File: src/rtl/caf_sweep_pkg.sv
// Shared definitions for the CAF frequency-sweep controller.
package caf_sweep_pkg;

    // Sweep controller states.
    typedef enum logic [2:0] {
        ST_IDLE    = 3'd0,
        ST_CAPTURE = 3'd1,
        ST_LOAD    = 3'd2,
        ST_REPLAY  = 3'd3,
        ST_WAIT    = 3'd4,
        ST_COMPARE = 3'd5,
        ST_DONE    = 3'd6
    } caf_state_e;

    // Width of the signed per-bin frequency: base magnitude, bin*incr growth and a sign bit.
    function automatic int freq_width(input int phase_bits, input int bin_bits);
        return phase_bits + bin_bits + 1;
    endfunction

endpackage

File: src/rtl/caf_sweep_if.sv
// Bus bundle between the sweep controller and its environment
// (sample source, single-bin slice engine, result sink).
//
// Handshake rule for every channel here: a beat transfers on a rising clk edge
// where valid and ready are both 1; once valid is raised, the producer holds
// valid and its data stable until that edge.
interface caf_sweep_if #(
    parameter int phase_bits          = 10,
    parameter int xi_bits             = 12,
    parameter int xq_bits             = 12,
    parameter int yi_bits             = 12,
    parameter int yq_bits             = 12,
    parameter int length_counter_bits = 3,
    parameter int out_max_bits        = 5,
    parameter int bin_bits            = 3
);
    import caf_sweep_pkg::*;

    // sweep control
    logic                           start;
    logic [phase_bits-1:0]          freq_base;
    logic                           base_neg;
    logic [phase_bits-1:0]          freq_incr;
    logic                           busy;
    // sample capture stream
    logic                           m_axis_tvalid;
    logic [xi_bits-1:0]             xi;
    logic [xq_bits-1:0]             xq;
    logic [yi_bits-1:0]             yi;
    logic [yq_bits-1:0]             yq;
    logic                           s_axis_tready;
    // slice engine: frequency load and replay stream
    logic                           slice_freq_valid;
    logic [phase_bits-1:0]          slice_freq_step;
    logic                           slice_neg_shift;
    logic                           slice_tvalid;
    logic [xi_bits-1:0]             slice_xi;
    logic [xq_bits-1:0]             slice_xq;
    logic [yi_bits-1:0]             slice_yi;
    logic [yq_bits-1:0]             slice_yq;
    logic                           slice_tready;
    // slice engine: per-bin peak
    logic                           slice_result_valid;
    logic [out_max_bits-1:0]        slice_out_max;
    logic [length_counter_bits-1:0] slice_index;
    logic                           slice_result_ready;
    // sweep result
    logic                           s_axis_tvalid;
    logic                           m_axis_tready;
    logic [out_max_bits-1:0]        peak_max;
    logic [length_counter_bits-1:0] peak_index;
    logic [bin_bits-1:0]            peak_bin;
    // controller state, for observation only
    caf_state_e                     dbg_state;

    modport slave (
        input  start, freq_base, base_neg, freq_incr,
        input  m_axis_tvalid, xi, xq, yi, yq,
        input  slice_tready, slice_result_valid, slice_out_max, slice_index,
        input  m_axis_tready,
        output busy, s_axis_tready,
        output slice_freq_valid, slice_freq_step, slice_neg_shift,
        output slice_tvalid, slice_xi, slice_xq, slice_yi, slice_yq,
        output slice_result_ready,
        output s_axis_tvalid, peak_max, peak_index, peak_bin, dbg_state
    );

    modport master (
        output start, freq_base, base_neg, freq_incr,
        output m_axis_tvalid, xi, xq, yi, yq,
        output slice_tready, slice_result_valid, slice_out_max, slice_index,
        output m_axis_tready,
        input  busy, s_axis_tready,
        input  slice_freq_valid, slice_freq_step, slice_neg_shift,
        input  slice_tvalid, slice_xi, slice_xq, slice_yi, slice_yq,
        input  slice_result_ready,
        input  s_axis_tvalid, peak_max, peak_index, peak_bin, dbg_state
    );

endinterface

File: src/rtl/caf_sample_buffer.sv
// Block buffer for one captured block of x/y sample pairs.
// Contents are deliberately not reset: a fresh capture overwrites every entry.
module caf_sample_buffer #(
    parameter int width     = 48,
    parameter int depth     = 5,
    parameter int addr_bits = 3
) (
    input  logic                 clk,
    input  logic                 wr_en,
    input  logic [addr_bits-1:0] wr_addr,
    input  logic [width-1:0]     wr_data,
    input  logic [addr_bits-1:0] rd_addr,
    output logic [width-1:0]     rd_data
);

    logic [width-1:0] mem [depth];

    // Write port: one entry per accepted capture beat.
    always_ff @(posedge clk) begin
        if (wr_en) begin
            mem[wr_addr] <= wr_data;
        end
    end

    // Combinational read; addresses past the block read as zero.
    always_comb begin
        rd_data = (32'(rd_addr) < depth) ? mem[rd_addr] : '0;
    end

endmodule

File: src/rtl/caf_sweep.sv
// Multi-bin CAF sweep: capture one block, replay it once per frequency bin
// into an external slice engine, and track the global peak across bins.
module caf_sweep
    import caf_sweep_pkg::*;
#(
    parameter int phase_bits          = 10,
    parameter int xi_bits             = 12,
    parameter int xq_bits             = 12,
    parameter int yi_bits             = 12,
    parameter int yq_bits             = 12,
    parameter int length              = 5,
    parameter int length_counter_bits = 3,
    parameter int out_max_bits        = 5,
    parameter int num_bins            = 8,
    parameter int bin_bits            = 3
) (
    input  logic       clk,
    input  logic       reset,
    caf_sweep_if.slave bus
);

    localparam int FW = freq_width(phase_bits, bin_bits);
    localparam int SW = xi_bits + xq_bits + yi_bits + yq_bits;
    localparam logic [length_counter_bits-1:0] LAST_CNT = length_counter_bits'(length - 1);
    localparam logic [bin_bits-1:0]            LAST_BIN = bin_bits'(num_bins - 1);

    caf_state_e                     state_q;
    logic [length_counter_bits-1:0] cnt_q;
    logic [bin_bits-1:0]            bin_q;
    logic [phase_bits-1:0]          base_q, incr_q;
    logic                           neg_q;
    logic [out_max_bits-1:0]        res_max_q, peak_max_q;
    logic [length_counter_bits-1:0] res_index_q, peak_index_q;
    logic [bin_bits-1:0]            peak_bin_q;
    logic                           tready_q, freq_valid_q, neg_shift_q, tvalid_q;
    logic                           result_ready_q, out_valid_q, busy_q;
    logic [phase_bits-1:0]          step_q;

    logic                           wr_en;
    logic [SW-1:0]                  wr_data, rd_data;
    logic [bin_bits-1:0]            load_bin;
    logic signed [FW-1:0]           f_next;
    logic [phase_bits-1:0]          f_mag;
    logic [bin_bits-1:0]            unused_f_mid;

    // Signed bin frequency: +/-base plus bin*incr, wide enough never to overflow.
    function automatic logic signed [FW-1:0] bin_freq(
        input logic [phase_bits-1:0] base,
        input logic                  neg,
        input logic [phase_bits-1:0] incr,
        input logic [bin_bits-1:0]   b
    );
        logic signed [FW-1:0] base_s;
        logic signed [FW-1:0] prod_s;
        base_s = $signed(FW'(base));
        if (neg) begin
            base_s = -base_s;
        end
        prod_s = $signed(FW'(b) * FW'(incr));
        return base_s + prod_s;
    endfunction

    assign wr_en   = tready_q & bus.m_axis_tvalid;
    assign wr_data = {bus.xi, bus.xq, bus.yi, bus.yq};

    caf_sample_buffer #(
        .width     (SW),
        .depth     (length),
        .addr_bits (length_counter_bits)
    ) u_buffer (
        .clk     (clk),
        .wr_en   (wr_en),
        .wr_addr (cnt_q),
        .wr_data (wr_data),
        .rd_addr (cnt_q),
        .rd_data (rd_data)
    );

    // Frequency for the bin about to be loaded (bin 0 after capture, bin+1 after compare).
    // Only the low phase_bits of |f| go out, so the magnitude is negated on those bits alone.
    always_comb begin
        load_bin     = (state_q == ST_COMPARE) ? bin_q + 1'b1 : '0;
        f_next       = bin_freq(base_q, neg_q, incr_q, load_bin);
        f_mag        = f_next[FW-1] ? (~f_next[phase_bits-1:0] + 1'b1) : f_next[phase_bits-1:0];
        unused_f_mid = f_next[FW-2:phase_bits];
    end

    // Sweep FSM; every output flag is registered alongside the state transition.
    always_ff @(posedge clk) begin
        if (reset) begin
            state_q        <= ST_IDLE;
            cnt_q          <= '0;
            bin_q          <= '0;
            base_q         <= '0;
            incr_q         <= '0;
            neg_q          <= 1'b0;
            res_max_q      <= '0;
            res_index_q    <= '0;
            peak_max_q     <= '0;
            peak_index_q   <= '0;
            peak_bin_q     <= '0;
            tready_q       <= 1'b0;
            freq_valid_q   <= 1'b0;
            step_q         <= '0;
            neg_shift_q    <= 1'b0;
            tvalid_q       <= 1'b0;
            result_ready_q <= 1'b0;
            out_valid_q    <= 1'b0;
            busy_q         <= 1'b0;
        end else begin
            freq_valid_q <= 1'b0;
            case (state_q)
                ST_IDLE: begin
                    if (bus.start) begin
                        base_q       <= bus.freq_base;
                        neg_q        <= bus.base_neg;
                        incr_q       <= bus.freq_incr;
                        peak_max_q   <= '0;
                        peak_index_q <= '0;
                        peak_bin_q   <= '0;
                        cnt_q        <= '0;
                        bin_q        <= '0;
                        tready_q     <= 1'b1;
                        busy_q       <= 1'b1;
                        state_q      <= ST_CAPTURE;
                    end
                end
                ST_CAPTURE: begin
                    if (wr_en) begin
                        if (cnt_q == LAST_CNT) begin
                            cnt_q        <= '0;
                            tready_q     <= 1'b0;
                            step_q       <= f_mag;
                            neg_shift_q  <= f_next[FW-1];
                            freq_valid_q <= 1'b1;
                            state_q      <= ST_LOAD;
                        end else begin
                            cnt_q <= cnt_q + 1'b1;
                        end
                    end
                end
                ST_LOAD: begin
                    tvalid_q <= 1'b1;
                    state_q  <= ST_REPLAY;
                end
                ST_REPLAY: begin
                    if (bus.slice_tready) begin
                        if (cnt_q == LAST_CNT) begin
                            cnt_q          <= '0;
                            tvalid_q       <= 1'b0;
                            result_ready_q <= 1'b1;
                            state_q        <= ST_WAIT;
                        end else begin
                            cnt_q <= cnt_q + 1'b1;
                        end
                    end
                end
                ST_WAIT: begin
                    if (bus.slice_result_valid) begin
                        res_max_q      <= bus.slice_out_max;
                        res_index_q    <= bus.slice_index;
                        result_ready_q <= 1'b0;
                        state_q        <= ST_COMPARE;
                    end
                end
                ST_COMPARE: begin
                    // Strictly greater: on ties the earlier bin keeps the peak.
                    if (bin_q == '0 || res_max_q > peak_max_q) begin
                        peak_max_q   <= res_max_q;
                        peak_index_q <= res_index_q;
                        peak_bin_q   <= bin_q;
                    end
                    if (bin_q == LAST_BIN) begin
                        out_valid_q <= 1'b1;
                        state_q     <= ST_DONE;
                    end else begin
                        bin_q        <= load_bin;
                        step_q       <= f_mag;
                        neg_shift_q  <= f_next[FW-1];
                        freq_valid_q <= 1'b1;
                        state_q      <= ST_LOAD;
                    end
                end
                ST_DONE: begin
                    if (bus.m_axis_tready) begin
                        out_valid_q <= 1'b0;
                        busy_q      <= 1'b0;
                        state_q     <= ST_IDLE;
                    end
                end
                default: begin
                    state_q <= ST_IDLE;
                end
            endcase
        end
    end

    assign bus.s_axis_tready      = tready_q;
    assign bus.slice_freq_valid   = freq_valid_q;
    assign bus.slice_freq_step    = step_q;
    assign bus.slice_neg_shift    = neg_shift_q;
    assign bus.slice_tvalid       = tvalid_q;
    assign bus.slice_xi           = tvalid_q ? rd_data[SW-1 -: xi_bits] : '0;
    assign bus.slice_xq           = tvalid_q ? rd_data[yi_bits+yq_bits+xq_bits-1 -: xq_bits] : '0;
    assign bus.slice_yi           = tvalid_q ? rd_data[yq_bits+yi_bits-1 -: yi_bits] : '0;
    assign bus.slice_yq           = tvalid_q ? rd_data[yq_bits-1:0] : '0;
    assign bus.slice_result_ready = result_ready_q;
    assign bus.s_axis_tvalid      = out_valid_q;
    assign bus.peak_max           = peak_max_q;
    assign bus.peak_index         = peak_index_q;
    assign bus.peak_bin           = peak_bin_q;
    assign bus.busy               = busy_q;
    assign bus.dbg_state          = state_q;

endmodule

File: src/flat_wrapper.sv
// flat-port wrapper written by rule: the top's interface ports become plain ports
module caf_sweep_flat import caf_sweep_pkg::*;
#(
    parameter int phase_bits          = 10,
    parameter int xi_bits             = 12,
    parameter int xq_bits             = 12,
    parameter int yi_bits             = 12,
    parameter int yq_bits             = 12,
    parameter int length              = 5,
    parameter int length_counter_bits = 3,
    parameter int out_max_bits        = 5,
    parameter int num_bins            = 8,
    parameter int bin_bits            = 3
)
  (clk, reset, bus_start, bus_freq_base, bus_base_neg, bus_freq_incr, bus_m_axis_tvalid, bus_xi, bus_xq, bus_yi, bus_yq, bus_slice_tready, bus_slice_result_valid, bus_slice_out_max, bus_slice_index, bus_m_axis_tready, bus_busy, bus_s_axis_tready, bus_slice_freq_valid, bus_slice_freq_step, bus_slice_neg_shift, bus_slice_tvalid, bus_slice_xi, bus_slice_xq, bus_slice_yi, bus_slice_yq, bus_slice_result_ready, bus_s_axis_tvalid, bus_peak_max, bus_peak_index, bus_peak_bin, bus_dbg_state);
  caf_sweep_if #(.phase_bits(phase_bits), .xi_bits(xi_bits), .xq_bits(xq_bits), .yi_bits(yi_bits), .yq_bits(yq_bits), .length_counter_bits(length_counter_bits), .out_max_bits(out_max_bits), .bin_bits(bin_bits)) bus_i ();
  input  logic clk;
  input  logic reset;
  input wire logic [$bits(bus_i.start)-1:0] bus_start;
  input wire logic [$bits(bus_i.freq_base)-1:0] bus_freq_base;
  input wire logic [$bits(bus_i.base_neg)-1:0] bus_base_neg;
  input wire logic [$bits(bus_i.freq_incr)-1:0] bus_freq_incr;
  input wire logic [$bits(bus_i.m_axis_tvalid)-1:0] bus_m_axis_tvalid;
  input wire logic [$bits(bus_i.xi)-1:0] bus_xi;
  input wire logic [$bits(bus_i.xq)-1:0] bus_xq;
  input wire logic [$bits(bus_i.yi)-1:0] bus_yi;
  input wire logic [$bits(bus_i.yq)-1:0] bus_yq;
  input wire logic [$bits(bus_i.slice_tready)-1:0] bus_slice_tready;
  input wire logic [$bits(bus_i.slice_result_valid)-1:0] bus_slice_result_valid;
  input wire logic [$bits(bus_i.slice_out_max)-1:0] bus_slice_out_max;
  input wire logic [$bits(bus_i.slice_index)-1:0] bus_slice_index;
  input wire logic [$bits(bus_i.m_axis_tready)-1:0] bus_m_axis_tready;
  output wire logic [$bits(bus_i.busy)-1:0] bus_busy;
  output wire logic [$bits(bus_i.s_axis_tready)-1:0] bus_s_axis_tready;
  output wire logic [$bits(bus_i.slice_freq_valid)-1:0] bus_slice_freq_valid;
  output wire logic [$bits(bus_i.slice_freq_step)-1:0] bus_slice_freq_step;
  output wire logic [$bits(bus_i.slice_neg_shift)-1:0] bus_slice_neg_shift;
  output wire logic [$bits(bus_i.slice_tvalid)-1:0] bus_slice_tvalid;
  output wire logic [$bits(bus_i.slice_xi)-1:0] bus_slice_xi;
  output wire logic [$bits(bus_i.slice_xq)-1:0] bus_slice_xq;
  output wire logic [$bits(bus_i.slice_yi)-1:0] bus_slice_yi;
  output wire logic [$bits(bus_i.slice_yq)-1:0] bus_slice_yq;
  output wire logic [$bits(bus_i.slice_result_ready)-1:0] bus_slice_result_ready;
  output wire logic [$bits(bus_i.s_axis_tvalid)-1:0] bus_s_axis_tvalid;
  output wire logic [$bits(bus_i.peak_max)-1:0] bus_peak_max;
  output wire logic [$bits(bus_i.peak_index)-1:0] bus_peak_index;
  output wire logic [$bits(bus_i.peak_bin)-1:0] bus_peak_bin;
  output wire logic [$bits(bus_i.dbg_state)-1:0] bus_dbg_state;
  assign bus_i.start = bus_start;
  assign bus_i.freq_base = bus_freq_base;
  assign bus_i.base_neg = bus_base_neg;
  assign bus_i.freq_incr = bus_freq_incr;
  assign bus_i.m_axis_tvalid = bus_m_axis_tvalid;
  assign bus_i.xi = bus_xi;
  assign bus_i.xq = bus_xq;
  assign bus_i.yi = bus_yi;
  assign bus_i.yq = bus_yq;
  assign bus_i.slice_tready = bus_slice_tready;
  assign bus_i.slice_result_valid = bus_slice_result_valid;
  assign bus_i.slice_out_max = bus_slice_out_max;
  assign bus_i.slice_index = bus_slice_index;
  assign bus_i.m_axis_tready = bus_m_axis_tready;
  assign bus_busy = bus_i.busy;
  assign bus_s_axis_tready = bus_i.s_axis_tready;
  assign bus_slice_freq_valid = bus_i.slice_freq_valid;
  assign bus_slice_freq_step = bus_i.slice_freq_step;
  assign bus_slice_neg_shift = bus_i.slice_neg_shift;
  assign bus_slice_tvalid = bus_i.slice_tvalid;
  assign bus_slice_xi = bus_i.slice_xi;
  assign bus_slice_xq = bus_i.slice_xq;
  assign bus_slice_yi = bus_i.slice_yi;
  assign bus_slice_yq = bus_i.slice_yq;
  assign bus_slice_result_ready = bus_i.slice_result_ready;
  assign bus_s_axis_tvalid = bus_i.s_axis_tvalid;
  assign bus_peak_max = bus_i.peak_max;
  assign bus_peak_index = bus_i.peak_index;
  assign bus_peak_bin = bus_i.peak_bin;
  assign bus_dbg_state = bus_i.dbg_state;
  caf_sweep #(.phase_bits(phase_bits), .xi_bits(xi_bits), .xq_bits(xq_bits), .yi_bits(yi_bits), .yq_bits(yq_bits), .length(length), .length_counter_bits(length_counter_bits), .out_max_bits(out_max_bits), .num_bins(num_bins), .bin_bits(bin_bits)) u_core (.clk(clk), .reset(reset), .bus(bus_i));
endmodule
File: config.mk
export PLATFORM = sky130hd
export DESIGN_NAME = caf_sweep_flat
export DESIGN_NICKNAME = d
export VERILOG_FILES = /design/src/rtl/caf_sweep_pkg.sv /design/src/rtl/caf_sweep_if.sv /design/src/rtl/caf_sample_buffer.sv /design/src/rtl/caf_sweep.sv /design/src/flat_wrapper.sv
export SDC_FILE = /design/constraint.sdc
export NUM_CORES = 1
export LEC_CHECK = 0
export ABC_CLOCK_PERIOD_IN_PS = 10000
export CORE_ASPECT_RATIO = 1.25
export CORE_UTILIZATION = 33
export DETAILED_ROUTE_END_ITERATION = 7
export SLEW_MARGIN = 5
export SYNTH_ARGS = -nofsm -noshare
export SYNTH_HDL_FRONTEND = slang
export SYNTH_SLANG_ARGS = --single-unit
File: constraint.sdc
create_clock -name clk -period 10 [get_ports clk]
set_input_delay 3 -clock clk [delete_from_list [all_inputs] [get_ports clk]]
set_output_delay 3 -clock clk [all_outputs]
set_load 0.01 [all_outputs]
==> results.sh <==
export IMPL_status="complete, no violations"
export IMPL_die_w_um=184
export IMPL_row_count=82
export IMPL_gr_total_overflow=0
export IMPL_finalSetupViolCount=0
export IMPL_synth_top_family_by_area="multiplexers"
export IMPL_leakagePower_nw=5.65
export IMPL_hold_buffers=0
export IMPL_yosys_area_share_xor_xnor=0.0186
export IMPL_cts_buffers=34
export IMPL_finalMaxSlewViolations=0
export IMPL_post_place_ws_ps=4120
export IMPL_async_reset_ff_frac=0
export IMPL_drc=0
export IMPL_synth_simple_gate_area_frac=0.0845
export IMPL_drive_above_1_share=0.115
export IMPL_yosysUniqueCellTypes=62
export IMPL_synthToLayoutAreaGrowth_pct=24.7
export IMPL_post_cts_setup_buffers=0
export IMPL_coreArea_um2=40400
export IMPL_hold_viol_final=0
export IMPL_clock_latency_ps=510
export IMPL_rsz0062_at_grt="no"
export IMPL_via_count=8410
export IMPL_worst_clock_skew_ps=14.9
export IMPL_first_pass_iters=4
export IMPL_cts_reportedPaths_clkPinSlew_ps=60
export IMPL_critical_path_class="reg2out"
export IMPL_gp_congestion=0.797
export IMPL_cts_max_path_buffers=3
export IMPL_grt_use_total=0.147
export IMPL_start_util=0.337
export IMPL_wire_per_inst_um=18.0
export IMPL_finalCritPeriodShare=0.614
export IMPL_wl_um=30700
export IMPL_synthAdderAreaFrac=0.0486
export IMPL_die_height_um=229
export IMPL_power_density_nw_per_um2=176
export IMPL_finalPower_mw=3.00
export IMPL_final_cell_mix="edfxtp_1, clkdlybuf4s50_1, nor2_1"
export IMPL_synth_compound_area_frac=0.0698
export IMPL_fin_crit_ps=6140
export IMPL_h_tree_depth=2
export IMPL_syn_mean_instance_area_um2=13.9
export IMPL_syn_area_um2=13600
export IMPL_port_buffers=162
export IMPL_drtIter0Drc=352
export IMPL_n_fill_cell=3760
export IMPL_post_route_util=0.421
export IMPL_die_area_um2=42200
export IMPL_hold_path_class="reg2reg"
export IMPL_antenna_found_initial=0
export IMPL_cts_tree="yes"
export IMPL_worst_slack_ps=3860
export IMPL_cp_data_arrival_time_ps=3140
export IMPL_cts_root_buffer="clkbuf_16"
export IMPL_grt_pass1_vias=8568
export IMPL_cp_end_kind="primary output"
export IMPL_postRouteAntennaNets=0
export IMPL_post_cts_resized=0
export IMPL_path_max_fanout=34
export IMPL_ys_seq_area_frac=0.630
export IMPL_cp_required_ps=7000
export IMPL_synthCells=982
export IMPL_vias_per_cell=4.92
export IMPL_irDropWorstVdd_mv=0.148
export IMPL_ys_ff_latch=309
export IMPL_dp_hpwl_um=19100
export IMPL_grt_pass1_wl_um=47800
export IMPL_diodes=0
export IMPL_grt_max_degree=65
export IMPL_synth_warnings=0
export IMPL_fmax_mhz=163
export IMPL_ys_flop_type="edfxtp_1"
export IMPL_maxCapViolCount=0
export IMPL_fin_tns_setup_ps=0
export IMPL_nNetsFinal=1272
export IMPL_num_io_pins=163
export IMPL_cp_start_kind="flop"
export IMPL_maxSlewHeadroom=0.323
export IMPL_synth_edf_count=240
export IMPL_cts_sink_count=309
export IMPL_synth_mux_area_frac=0.121
export IMPL_syn_num_nets=1113
export IMPL_layout_commonest_cell="edfxtp_1"
export IMPL_tightest_slew_ps=1010
[stage by stage]
| stage | area, um^2 | std cells | hold WS (ps) |
|---|---|---|---|
| detailed placement | 15800 | 1651 | 467 |
| floorplan | 13600 | 982 | 447 |
| global route | 17000 | 1710 | 499 |
| CTS | 17000 | 1710 | 478 |
| global placement | 15800 | 1651 | 451 |
| finish | 17000 | 1710 | 472 |
[worst max-delay path: stages (launching register included)]
cell             delay [ps]
dfxtp_4                 540
buf_4                   620
mux4_2                  580
mux2i_1                 230
nor2_1                   70
clkdlybuf4s50_1         500
[state kept, by name, summed over array words and instances (netlist names), 3 cells and up, named ones only]
register,cells
u_core.incr_q,10
u_core.bin_q,3
u_core.res_max_q,5
u_core.bus.peak_index,3
u_core.cnt_q,3
u_core.bus.peak_bin,3
u_core.bus.dbg_state,3
u_core.base_q,10
u_core.bus.peak_max,5
u_core.u_buffer.mem,240
u_core.res_index_q,3
u_core.bus.slice_freq_step,10
[cell usage after synthesis, types with 3 or more instances]
| cell | n | area [um^2] |
|---|---|---|
| edfxtp_1 | 240 | 7210 |
| nor2_1 | 91 | 342 |
| nand2_1 | 88 | 330 |
| dfxtp_1 | 69 | 1380 |
| a21oi_1 | 59 | 295 |
| mux2i_1 | 57 | 571 |
| mux4_2 | 48 | 1080 |
| clkbuf_1 | 38 | 143 |
| ha_1 | 37 | 463 |
| inv_1 | 36 | 135 |
| o21ai_0 | 35 | 175 |
| xnor2_1 | 19 | 166 |
| nand3_1 | 14 | 70.1 |
| and2_1 | 10 | 62.6 |
| fa_1 | 10 | 200 |
| xor2_1 | 10 | 87.6 |
| a211oi_1 | 9 | 67.6 |
| nor3_1 | 9 | 45.0 |
| nor2b_1 | 8 | 50.1 |
| and3_1 | 7 | 43.8 |
| nand2b_1 | 6 | 37.5 |
| buf_1 | 5 | 18.8 |
| o21a_1 | 5 | 37.5 |
| a21o_1 | 4 | 30.0 |
| a22oi_1 | 4 | 30.0 |
| nor4_1 | 4 | 25.0 |
| o41ai_1 | 4 | 35.0 |
| a211o_1 | 3 | 26.3 |
| clkbuf_8 | 3 | 41.3 |
| or2_2 | 3 | 18.8 |
| or4b_2 | 3 | 30.0 |
[path summary, 6_finish.rpt]
check | startpoint | end | slack (ps) | cells past startpoint
setup / recovery | flop | bus_slice_yi[5] | 3860 | 5
hold / removal | u_core.bus.slice_result_ready$_SDFFE_PP0P_ | u_core.bus.slice_result_ready$_SDFFE_PP0P_ | 470 | 2
setup reg to reg | u_core.bus.dbg_state[0]$_SDFFE_PP0P_ | u_core.bus.slice_freq_step[6]$_SDFFE_PP0P_ | 4110 | 20
hold reg to reg | u_core.bus.slice_result_ready$_SDFFE_PP0P_ | u_core.bus.slice_result_ready$_SDFFE_PP0P_ | 470 | 2
[logic make-up after synthesis]
| logic type | count (synthesis) |
|---|---|
| buffers and inverters | 87 |
| adders and majority gates | 47 |
| muxes | 105 |
| DFF | 309 |
| and+or+nand+nor | 256 |
| AOI/OAI and AO/OA | 149 |
| xor gates and xnor gates | 29 |
[where the power goes]
group | switching, mW | internal [mW] | leakage (nW)
sequential | 0.0246 | 1.41 | 2.73
clock | 0.490 | 0.806 | 0.561
combinational | 0.140 | 0.129 | 2.36
total | 0.655 | 2.34 | 5.65
[per-layer routing]
metal | track usage | share of wire | vias to the layer above
li1 | - | - | 3965
met1 | 0.191 | 0.44 | 4165
met2 | 0.247 | 0.49 | 224
met3 | 0.0272 | 0.050 | 56
met4 | 0.0456 | 0.021 | 0
met5 | 0 | 0 | -
[cell type report]
class / count / area [um^2] / share of cell area
Inverter: 36 / 135 / 0.00795
Tap cell: 546 / 683 / 0.0402
Clock buffer: 43 / 916 / 0.0539
Multi-Input combinational cell: 586 / 4710 / 0.277
Sequential cell: 309 / 8600 / 0.506
Timing Repair Buffer: 174 / 1710 / 0.100
Clock inverter: 16 / 253 / 0.0149
No activity file was read; power rests on OpenSTA's default activity.
